`src/rtl/evm_pkg.sv`:
```
// Shared definitions for the voting-machine front end: FSM encoding and
// candidate one-hot codes.
package evm_pkg;

   localparam int NUM_CAND = 3;

   localparam logic [NUM_CAND-1:0] CAND_P1 = 3'b001;
   localparam logic [NUM_CAND-1:0] CAND_P2 = 3'b010;
   localparam logic [NUM_CAND-1:0] CAND_P3 = 3'b100;

   typedef enum logic [2:0] {
      S_IDLE    = 3'd0,
      S_ARMED   = 3'd1,
      S_CAST    = 3'd2,
      S_CONFIRM = 3'd3,
      S_RELEASE = 3'd4
   } state_t;

   // A voter must identify as exactly one gender for the vote to count.
   function automatic logic gender_valid(input logic male, input logic female);
      return male ^ female;
   endfunction

endpackage

```
`src/rtl/ballot_input_controller_if.sv`:
```
// Vote bus towards the EVM counter. Strobe-only protocol: voting_en is a
// one-cycle valid with no ready; voter_switch and gender are valid only with it.
interface ballot_input_controller_if;
   import evm_pkg::*;

   logic [NUM_CAND-1:0] voter_switch;
   logic                voting_en;
   logic                gender_in_male;
   logic                gender_in_female;

   modport master (
      output voter_switch,
      output voting_en,
      output gender_in_male,
      output gender_in_female
   );

   modport slave (
      input voter_switch,
      input voting_en,
      input gender_in_male,
      input gender_in_female
   );

endinterface

```
`src/rtl/input_debouncer.sv`:
```
// Two-flop synchronizer followed by a stability filter: the output level
// follows the synchronized input only after DEBOUNCE_CYCLES identical samples.
module input_debouncer #(
   parameter int DEBOUNCE_CYCLES = 4
) (
   input  logic clk,
   input  logic rst,
   input  logic raw_i,
   output logic level_o
);

   localparam int CW = (DEBOUNCE_CYCLES > 1) ? $clog2(DEBOUNCE_CYCLES) : 1;
   localparam logic [CW-1:0] CNT_LAST = CW'(DEBOUNCE_CYCLES - 1);

   logic          sync1_q, sync2_q;
   logic          level_q, level_d;
   logic [CW-1:0] cnt_q, cnt_d;

   // cnt_q counts consecutive samples that disagree with the current level.
   always_comb begin
      level_d = level_q;
      cnt_d   = '0;
      if (sync2_q != level_q) begin
         if (cnt_q == CNT_LAST) begin
            level_d = sync2_q;
         end else begin
            cnt_d = cnt_q + CW'(1);
         end
      end
   end

   always_ff @(posedge clk or posedge rst) begin
      if (rst) begin
         sync1_q <= 1'b0;
         sync2_q <= 1'b0;
         level_q <= 1'b0;
         cnt_q   <= '0;
      end else begin
         sync1_q <= raw_i;
         sync2_q <= sync1_q;
         level_q <= level_d;
         cnt_q   <= cnt_d;
      end
   end

   assign level_o = level_q;

endmodule

```
`src/rtl/ballot_input_controller.sv`:
```
// Booth front end: turns officer key, candidate buttons and gender switches
// into a single clean vote strobe per released ballot.
module ballot_input_controller
   import evm_pkg::*;
#(
   parameter int DEBOUNCE_CYCLES = 4,
   parameter int TIMEOUT_CYCLES  = 64,
   parameter int CONFIRM_CYCLES  = 8
) (
   input  logic                      clk,
   input  logic                      rst,
   input  logic                      ballot_key,
   input  logic [NUM_CAND-1:0]       cand_btn,
   input  logic                      male_sw,
   input  logic                      female_sw,
   ballot_input_controller_if.master evm,
   output logic                      ready_led,
   output logic                      confirm_led,
   output logic                      multi_press,
   output logic                      timeout,
   output logic [7:0]                ballots_cast,
   output state_t                    state_dbg
);

   localparam int TW = (TIMEOUT_CYCLES > 1) ? $clog2(TIMEOUT_CYCLES) : 1;
   localparam int FW = (CONFIRM_CYCLES > 1) ? $clog2(CONFIRM_CYCLES) : 1;
   localparam logic [TW-1:0] TMO_LAST = TW'(TIMEOUT_CYCLES - 1);
   localparam logic [FW-1:0] CFM_LAST = FW'(CONFIRM_CYCLES - 1);

   logic [NUM_CAND-1:0] db_btn, db_prev_q, new_press;
   logic                db_male, db_female;
   logic                key_s1_q, key_s2_q, key_prev_q, key_rise;

   for (genvar i = 0; i < NUM_CAND; i++) begin : g_btn
      input_debouncer #(.DEBOUNCE_CYCLES(DEBOUNCE_CYCLES)) u_btn (
         .clk(clk), .rst(rst), .raw_i(cand_btn[i]), .level_o(db_btn[i])
      );
   end

   input_debouncer #(.DEBOUNCE_CYCLES(DEBOUNCE_CYCLES)) u_male (
      .clk(clk), .rst(rst), .raw_i(male_sw), .level_o(db_male)
   );

   input_debouncer #(.DEBOUNCE_CYCLES(DEBOUNCE_CYCLES)) u_female (
      .clk(clk), .rst(rst), .raw_i(female_sw), .level_o(db_female)
   );

   assign key_rise  = key_s2_q & ~key_prev_q;
   assign new_press = db_btn & ~db_prev_q;

   state_t              state_q, state_d;
   logic [NUM_CAND-1:0] cand_q, cand_d;
   logic                male_q, male_d, female_q, female_d;
   logic [TW-1:0]       tmo_q, tmo_d;
   logic [FW-1:0]       cfm_q, cfm_d;
   logic                multi_d, tmo_pulse_d;

   logic [NUM_CAND-1:0] voter_switch_q;
   logic                voting_en_q, g_male_q, g_female_q;
   logic                ready_q, confirm_q, multi_q, timeout_q;
   logic [7:0]          ballots_q;

   always_comb begin
      state_d     = state_q;
      cand_d      = cand_q;
      male_d      = male_q;
      female_d    = female_q;
      tmo_d       = tmo_q;
      cfm_d       = cfm_q;
      multi_d     = 1'b0;
      tmo_pulse_d = 1'b0;
      case (state_q)
         S_IDLE: begin
            tmo_d = '0;
            if (key_rise && (db_btn == '0)) state_d = S_ARMED;
         end
         S_ARMED: begin
            // Multi-press wins over a fresh single press in the same cycle.
            if ($countones(db_btn) > 1) begin
               multi_d = 1'b1;
               state_d = S_RELEASE;
            end else if ($onehot(new_press) && gender_valid(db_male, db_female)) begin
               cand_d   = new_press;
               male_d   = db_male;
               female_d = db_female;
               state_d  = S_CAST;
            end else if (tmo_q == TMO_LAST) begin
               tmo_pulse_d = 1'b1;
               state_d     = S_IDLE;
            end else begin
               tmo_d = tmo_q + TW'(1);
            end
         end
         S_CAST: begin
            cfm_d   = '0;
            state_d = S_CONFIRM;
         end
         S_CONFIRM: begin
            if (cfm_q == CFM_LAST) state_d = S_RELEASE;
            else                   cfm_d   = cfm_q + FW'(1);
         end
         S_RELEASE: begin
            if (db_btn == '0) state_d = S_IDLE;
         end
         default: state_d = S_IDLE;
      endcase
   end

   // Outputs are registered from the next state so they line up with state_q.
   always_ff @(posedge clk or posedge rst) begin
      if (rst) begin
         key_s1_q       <= 1'b0;
         key_s2_q       <= 1'b0;
         key_prev_q     <= 1'b0;
         db_prev_q      <= '0;
         state_q        <= S_IDLE;
         cand_q         <= '0;
         male_q         <= 1'b0;
         female_q       <= 1'b0;
         tmo_q          <= '0;
         cfm_q          <= '0;
         voter_switch_q <= '0;
         voting_en_q    <= 1'b0;
         g_male_q       <= 1'b0;
         g_female_q     <= 1'b0;
         ready_q        <= 1'b0;
         confirm_q      <= 1'b0;
         multi_q        <= 1'b0;
         timeout_q      <= 1'b0;
         ballots_q      <= '0;
      end else begin
         key_s1_q       <= ballot_key;
         key_s2_q       <= key_s1_q;
         key_prev_q     <= key_s2_q;
         db_prev_q      <= db_btn;
         state_q        <= state_d;
         cand_q         <= cand_d;
         male_q         <= male_d;
         female_q       <= female_d;
         tmo_q          <= tmo_d;
         cfm_q          <= cfm_d;
         voter_switch_q <= (state_d == S_CAST) ? cand_d : '0;
         voting_en_q    <= (state_d == S_CAST);
         g_male_q       <= (state_d == S_CAST) & male_d;
         g_female_q     <= (state_d == S_CAST) & female_d;
         ready_q        <= (state_d == S_ARMED);
         confirm_q      <= (state_d == S_CONFIRM);
         multi_q        <= multi_d;
         timeout_q      <= tmo_pulse_d;
         if ((state_d == S_CAST) && (ballots_q != 8'hFF)) ballots_q <= ballots_q + 8'd1;
      end
   end

   assign evm.voter_switch     = voter_switch_q;
   assign evm.voting_en        = voting_en_q;
   assign evm.gender_in_male   = g_male_q;
   assign evm.gender_in_female = g_female_q;
   assign ready_led            = ready_q;
   assign confirm_led          = confirm_q;
   assign multi_press          = multi_q;
   assign timeout              = timeout_q;
   assign ballots_cast         = ballots_q;
   assign state_dbg            = state_q;

endmodule

```
`src/flat_wrapper.sv`:
```
// flat-port wrapper written by rule: the top's interface ports become plain ports
module ballot_input_controller_flat import evm_pkg::*;
#(
   parameter int DEBOUNCE_CYCLES = 4,
   parameter int TIMEOUT_CYCLES  = 64,
   parameter int CONFIRM_CYCLES  = 8
)
  (clk, rst, ballot_key, cand_btn, male_sw, female_sw, ready_led, confirm_led, multi_press, timeout, ballots_cast, state_dbg, evm_voter_switch, evm_voting_en, evm_gender_in_male, evm_gender_in_female);
  ballot_input_controller_if evm_i ();
  input  logic clk;
  input  logic rst;
  input  logic ballot_key;
  input  logic [NUM_CAND-1:0] cand_btn;
  input  logic male_sw;
  input  logic female_sw;
  output logic ready_led;
  output logic confirm_led;
  output logic multi_press;
  output logic timeout;
  output logic [7:0] ballots_cast;
  output state_t state_dbg;
  output wire logic [$bits(evm_i.voter_switch)-1:0] evm_voter_switch;
  output wire logic [$bits(evm_i.voting_en)-1:0] evm_voting_en;
  output wire logic [$bits(evm_i.gender_in_male)-1:0] evm_gender_in_male;
  output wire logic [$bits(evm_i.gender_in_female)-1:0] evm_gender_in_female;
  assign evm_voter_switch = evm_i.voter_switch;
  assign evm_voting_en = evm_i.voting_en;
  assign evm_gender_in_male = evm_i.gender_in_male;
  assign evm_gender_in_female = evm_i.gender_in_female;
  ballot_input_controller #(.DEBOUNCE_CYCLES(DEBOUNCE_CYCLES), .TIMEOUT_CYCLES(TIMEOUT_CYCLES), .CONFIRM_CYCLES(CONFIRM_CYCLES)) u_core (.clk(clk), .rst(rst), .ballot_key(ballot_key), .cand_btn(cand_btn), .male_sw(male_sw), .female_sw(female_sw), .evm(evm_i), .ready_led(ready_led), .confirm_led(confirm_led), .multi_press(multi_press), .timeout(timeout), .ballots_cast(ballots_cast), .state_dbg(state_dbg));
endmodule
```
`config.mk`:
```
export PLATFORM = sky130hd
export DESIGN_NAME = ballot_input_controller_flat
export DESIGN_NICKNAME = d
export VERILOG_FILES = /design/src/rtl/evm_pkg.sv /design/src/rtl/ballot_input_controller_if.sv /design/src/rtl/input_debouncer.sv /design/src/rtl/ballot_input_controller.sv /design/src/flat_wrapper.sv
export SDC_FILE = /design/constraint.sdc
export NUM_CORES = 1
export LEC_CHECK = 0
export CORE_MARGIN = 1.5
export CORE_UTILIZATION = 55
export CTS_CLUSTER_SIZE = 24
export DETAILED_ROUTE_END_ITERATION = 8
export PLACE_DENSITY = 0.84
export SYNTH_ARGS = -nofsm -noshare
export SYNTH_HDL_FRONTEND = slang
export SYNTH_SLANG_ARGS = --single-unit
```
`constraint.sdc`:
```
create_clock -name clk -period 2.8 [get_ports clk]
set_input_delay 0.7 -clock clk [delete_from_list [all_inputs] [get_ports clk]]
set_output_delay 0.7 -clock clk [all_outputs]
set_load 0.05 [all_outputs]
```
==> results.py <==
metrics = {
    "clock_network": {
        "cts_buffers": 9,
        "cts_tree": "yes",
        "ctsHoldBuffers": 0,
        "cts_root_buf": "clkbuf_8",
        "cts_htree_levels": 3,
        "cts.clk_slew.worst_paths_ns": 0.06,
        "clock_latency_ns": 0.34,
        "cts.sinks": 61,
        "clockBufferDepth": 2,
    },
    "logic_synthesis": {
        "synth_seq_area_share": 0.605,
        "synth.distinct_cells": 41,
        "synth_mux_area_frac": 0.0134,
        "synthXorXnorAreaFrac": 0.0382,
        "yosys.area_share.adder": 0.0625,
        "synth_fp_nets": 230,
        "synth.avg_cell_area_um2": 12.0,
        "synth-seq-cells": 61,
        "synth.largest_area_cell": "dfrtp_1",
        "synth_area_leaders": "dfrtp_1, ha_1, nand2_1, nor2_1, xnor2_1",
        "yosysWarnings": 0,
        "syn_area_um2": 2520,
        "synth_compound_area_frac": 0.0873,
        "syn-instance-count": 210,
        "synth_top_area_share": 0.605,
        "synth_top_family_by_area": "simple AND/OR/NAND/NOR gates",
        "synthSimpleGateAreaFrac": 0.167,
    },
    "setup_path": {
        "cp.arrival_ns": 2.77,
        "crit_slowest_cell": "or4_4",
        "cp-start-kind": "register",
        "crit_path_end_kind": "register",
        "max_stage_delay_ns": 0.62,
        "reg2reg_slack_ns": 0.25,
        "cp_num_buf_inv": 3,
        "worstSetupPathType": "register to register",
        "worst_ep_required_time_ns": 3.02,
        "r2r-end": "u_core.ballots_cast[2]$_DFFE_PP0P_",
        "critPathMaxFanout": 7,
        "r2r_cells": 9,
        "cp_top_family": "simple AND/OR/NAND/NOR gates",
        "crit_chain": "inv_1 -> nor2_1 -> fa_1 -> nand2b_1 -> or4_4 -> buf_4 -> buf_4 -> a211oi_1 -> nor2_1",
        "rr_startpoint": "u_core.g_btn[0].u_btn.level_o$_DFFE_PP0P_",
    },
    "routing": {
        "drt-pass1-iter-count": 6,
        "drc": 0,
        "drt_iter0_drc": 133,
        "ant_nets": 0,
        "wire_per_inst_um": 13.8,
        "dr_total_vias": 1693,
        "routed_via_density": 5.55,
        "routed_wirelength_um": 4200,
    },
    "sta": {
        "grt_setup_unrepaired": "false",
        "skew_ns": 0.00976,
        "setup-violations-final": 0,
        "hold_violations": 0,
        "worst_pin_slew_ns": 0.546,
        "fin_setup_tns_ns": 0,
        "fmax_mhz": 392,
        "slew-limit-headroom": 0.634,
        "setup_ws_ns": 0.251,
        "period_needed_ns": 2.55,
        "slew_viol_final": 0,
        "fin_crit_sh": 0.910,
    },
    "power": {
        "power_w": 0.00317,
        "comb_power_share": 0.391,
        "clkPwrFrac": 0.209,
        "vdd_drop_max_mv": 0.627,
        "seqPwrFrac": 0.400,
        "p_int_w": 0.00191,
        "cellLeakagePower_nw": 1.40,
        "power.switching_w": 0.00125,
        "power_density_nw_per_um2": 1040,
        "p_sw_frac": 0.396,
    },
    "cells_and_area": {
        "syn2layout_area_growth_pct": 20.9,
        "fillers": 310,
        "diodes": 0,
        "nNetsFinal": 269,
        "final_layout_size_suffix_gt1_frac": 0.115,
    },
    "floorplan": {
        "die_y_um": 70.7,
        "die_w_um": 70.7,
        "core_um2": 4380,
        "start_util": 0.575,
        "pin_count": 29,
        "num_rows": 24,
        "die_area_um2": 5000,
    },
    "global_routing": {
        "grt_pass1_vias": 1603,
        "antenna_found_initial": 0,
        "grt_overflow": 0,
        "grt_use_total": 0.189,
        "grt_max_degree": 41,
        "grt_pass1_wl_um": 7140,
    },
    "placed_design": {
        "io_buffers": 28,
        "place.gp.congestion": 0.816,
        "pre_cts_ws_ns": 0.139,
        "dp_hpwl_um": 2880,
    },
    "run_status": {
        "outcome": "finished clean",
    },
    "worst_hold_path": {
        "hp-start": "u_core.u_male.sync1_q$_DFF_PP0_",
        "min_path_type": "register to register",
        "hold_path_depth": 0,
        "worstHoldEndpoint": "u_core.u_male.sync2_q$_DFF_PP0_",
    },
    "run": {
        "drv_cap": 0,
    },
}
-- cells by family after synthesis --
family | count (synthesis)
fa+ha+maj | 12
flops | 61
simple gates | 77
compound gates | 33
buf+inv | 13
xor+xnor | 11
mux | 3
-- layout make-up --
class | count | area [um^2] | area share
multi-input combinational | 136 | 932 | 0.306
inverter | 8 | 30.0 | 0.00984
tap | 52 | 65.1 | 0.0213
clock inverter | 4 | 25.0 | 0.00820
clock buffer | 11 | 141 | 0.0463
sequential | 61 | 1530 | 0.500
timing repair buffer | 33 | 330 | 0.108
-- metrics by stage --
step	area [um^2]	hold WS (ns)	cells	util
after global placement	2880	0.332	290	0.657
final	3050	0.348	305	0.696
after global routing	3050	0.359	305	0.696
after floorplan	2520	0.331	210	-
after CTS	3050	0.348	305	0.695
after detailed placement	2880	0.339	290	0.657
-- state kept, by name, indices dropped and copies added, names as in the netlist, 2 cells and up --
signal                      count
u_core.ballots_cast             8
u_core.cfm_q                    3
u_core.db_prev_q                3
u_core.evm.voter_switch         3
u_core.g_btn.u_btn.cnt_q        6
u_core.g_btn.u_btn.level_o      3
u_core.g_btn.u_btn.sync1_q      3
u_core.g_btn.u_btn.sync2_q      3
u_core.state_dbg                3
u_core.tmo_q                    6
u_core.u_female.cnt_q           2
u_core.u_male.cnt_q             2
-- worst register-to-register path, stage by stage, from the launching register on --
cell and delay (ns):
dfrtp_1 0.43, inv_1 0.14, nor2_1 0.08, fa_1 0.53, nand2b_1 0.10, or4_4 0.62
buf_4 0.18, buf_4 0.15, a211oi_1 0.16, nor2_1 0.06
-- synth_stat cells, drive strengths merged --
library cell	instances
a22o	1
a31oi	4
a211oi	2
o211ai	2
ha	11
and3	4
xnor2	6
nand2b	2
a21oi	8
a21o	2
clkbuf	2
o21ai	8
buf	3
or2	1
mux2	3
nand3b	1
xor2	5
and2	1
nor3	10
nand4	1
or4	2
dfrtp	61
nand3	9
inv	8
nand4b	1
nor4	3
o311ai	1
nand2	19
nor2b	7
nor2	15
fa	1
o21a	1
a32o	1
a41o	3
or3b	1
-- power groups by stage --
stage / registers (W) / clock network, W / logic, W
final: 0.00127 / 0.000662 / 0.00124
after CTS: 0.00126 / 0.000675 / 0.00123
after detailed placement: 0.00128 / 0 / 0.00122
after global placement: 0.00127 / 0 / 0.00119
after floorplan: 0.00149 / 0 / 0.000673
after global routing: 0.00130 / 0.000719 / 0.00136
-- how the worst max path moves through the flow --
stage | from | endpoint | slack (ns) | cells past startpoint
final | u_core.g_btn[0].u_btn.level_o$_DFFE_PP0P_ | u_core.ballots_cast[2]$_DFFE_PP0P_ | 0.25 | 9
after global routing | u_core.g_btn[0].u_btn.level_o$_DFFE_PP0P_ | u_core.ballots_cast[6]$_DFFE_PP0P_ | 0.1 | 10
after CTS | u_core.g_btn[0].u_btn.level_o$_DFFE_PP0P_ | u_core.ballots_cast[2]$_DFFE_PP0P_ | 0.13 | 9
after detailed placement | u_core.g_btn[0].u_btn.level_o$_DFFE_PP0P_ | u_core.ballots_cast[2]$_DFFE_PP0P_ | 0.14 | 9
after global placement | u_core.g_btn[0].u_btn.level_o$_DFFE_PP0P_ | u_core.ballots_cast[2]$_DFFE_PP0P_ | 0.21 | 9
after floorplan | u_core.g_btn[0].u_btn.level_o$_DFFE_PP0P_ | u_core.ballots_cast[1]$_DFFE_PP0P_ | 0.33 | 8
-- cell usage in the layout, fill, tap and decap left out, drive strengths merged --
cell,synthesis,final
a21o,2,2
clkbuf,2,11
a211oi,2,2
nand4b,1,1
a31oi,4,4
nor4,3,3
and2,1,1
nand4,1,1
buf,3,5
o211ai,2,2
a41o,3,3
clkinvlp,0,2
and3,4,4
or3b,1,1
dfrtp,61,61
nand2,19,19
or4,2,2
a21oi,8,8
nand3,9,9
mux2,3,3
nor2,15,15
xor2,5,5
o21a,1,1
a22o,1,1
nor2b,7,7
o21ai,8,8
nand3b,1,1
xnor2,6,6
nand2b,2,2
or2,1,1
ha,11,11
inv,8,8
clkinv,0,2
fa,1,1
a32o,1,1
nor3,10,10
clkdlybuf4s50,0,28
o311ai,1,1
-- timing repair --
| item | CTS | global route |
|---|---|---|
| setup buffers | 0 | 0 |
| endpoints found under the hold margin | 0 | 0 |
| setup endpoints to repair | 0 | 1 |
| gates resized for setup | 0 | 1 |
-- per-layer routing --
| metal | wire length, um | share of wire | track usage | up-vias |
|---|---|---|---|---|
| met5 | 0 | 0 | 0 | - |
| met4 | 149 | 0.035 | 0.113 | 0 |
| met3 | 247 | 0.059 | 0.0755 | 16 |
| met2 | 1860 | 0.44 | 0.259 | 53 |
| met1 | 1940 | 0.46 | 0.256 | 818 |
| li1 | - | - | - | 806 |
Note: power is estimated with default switching activity, not from simulation.
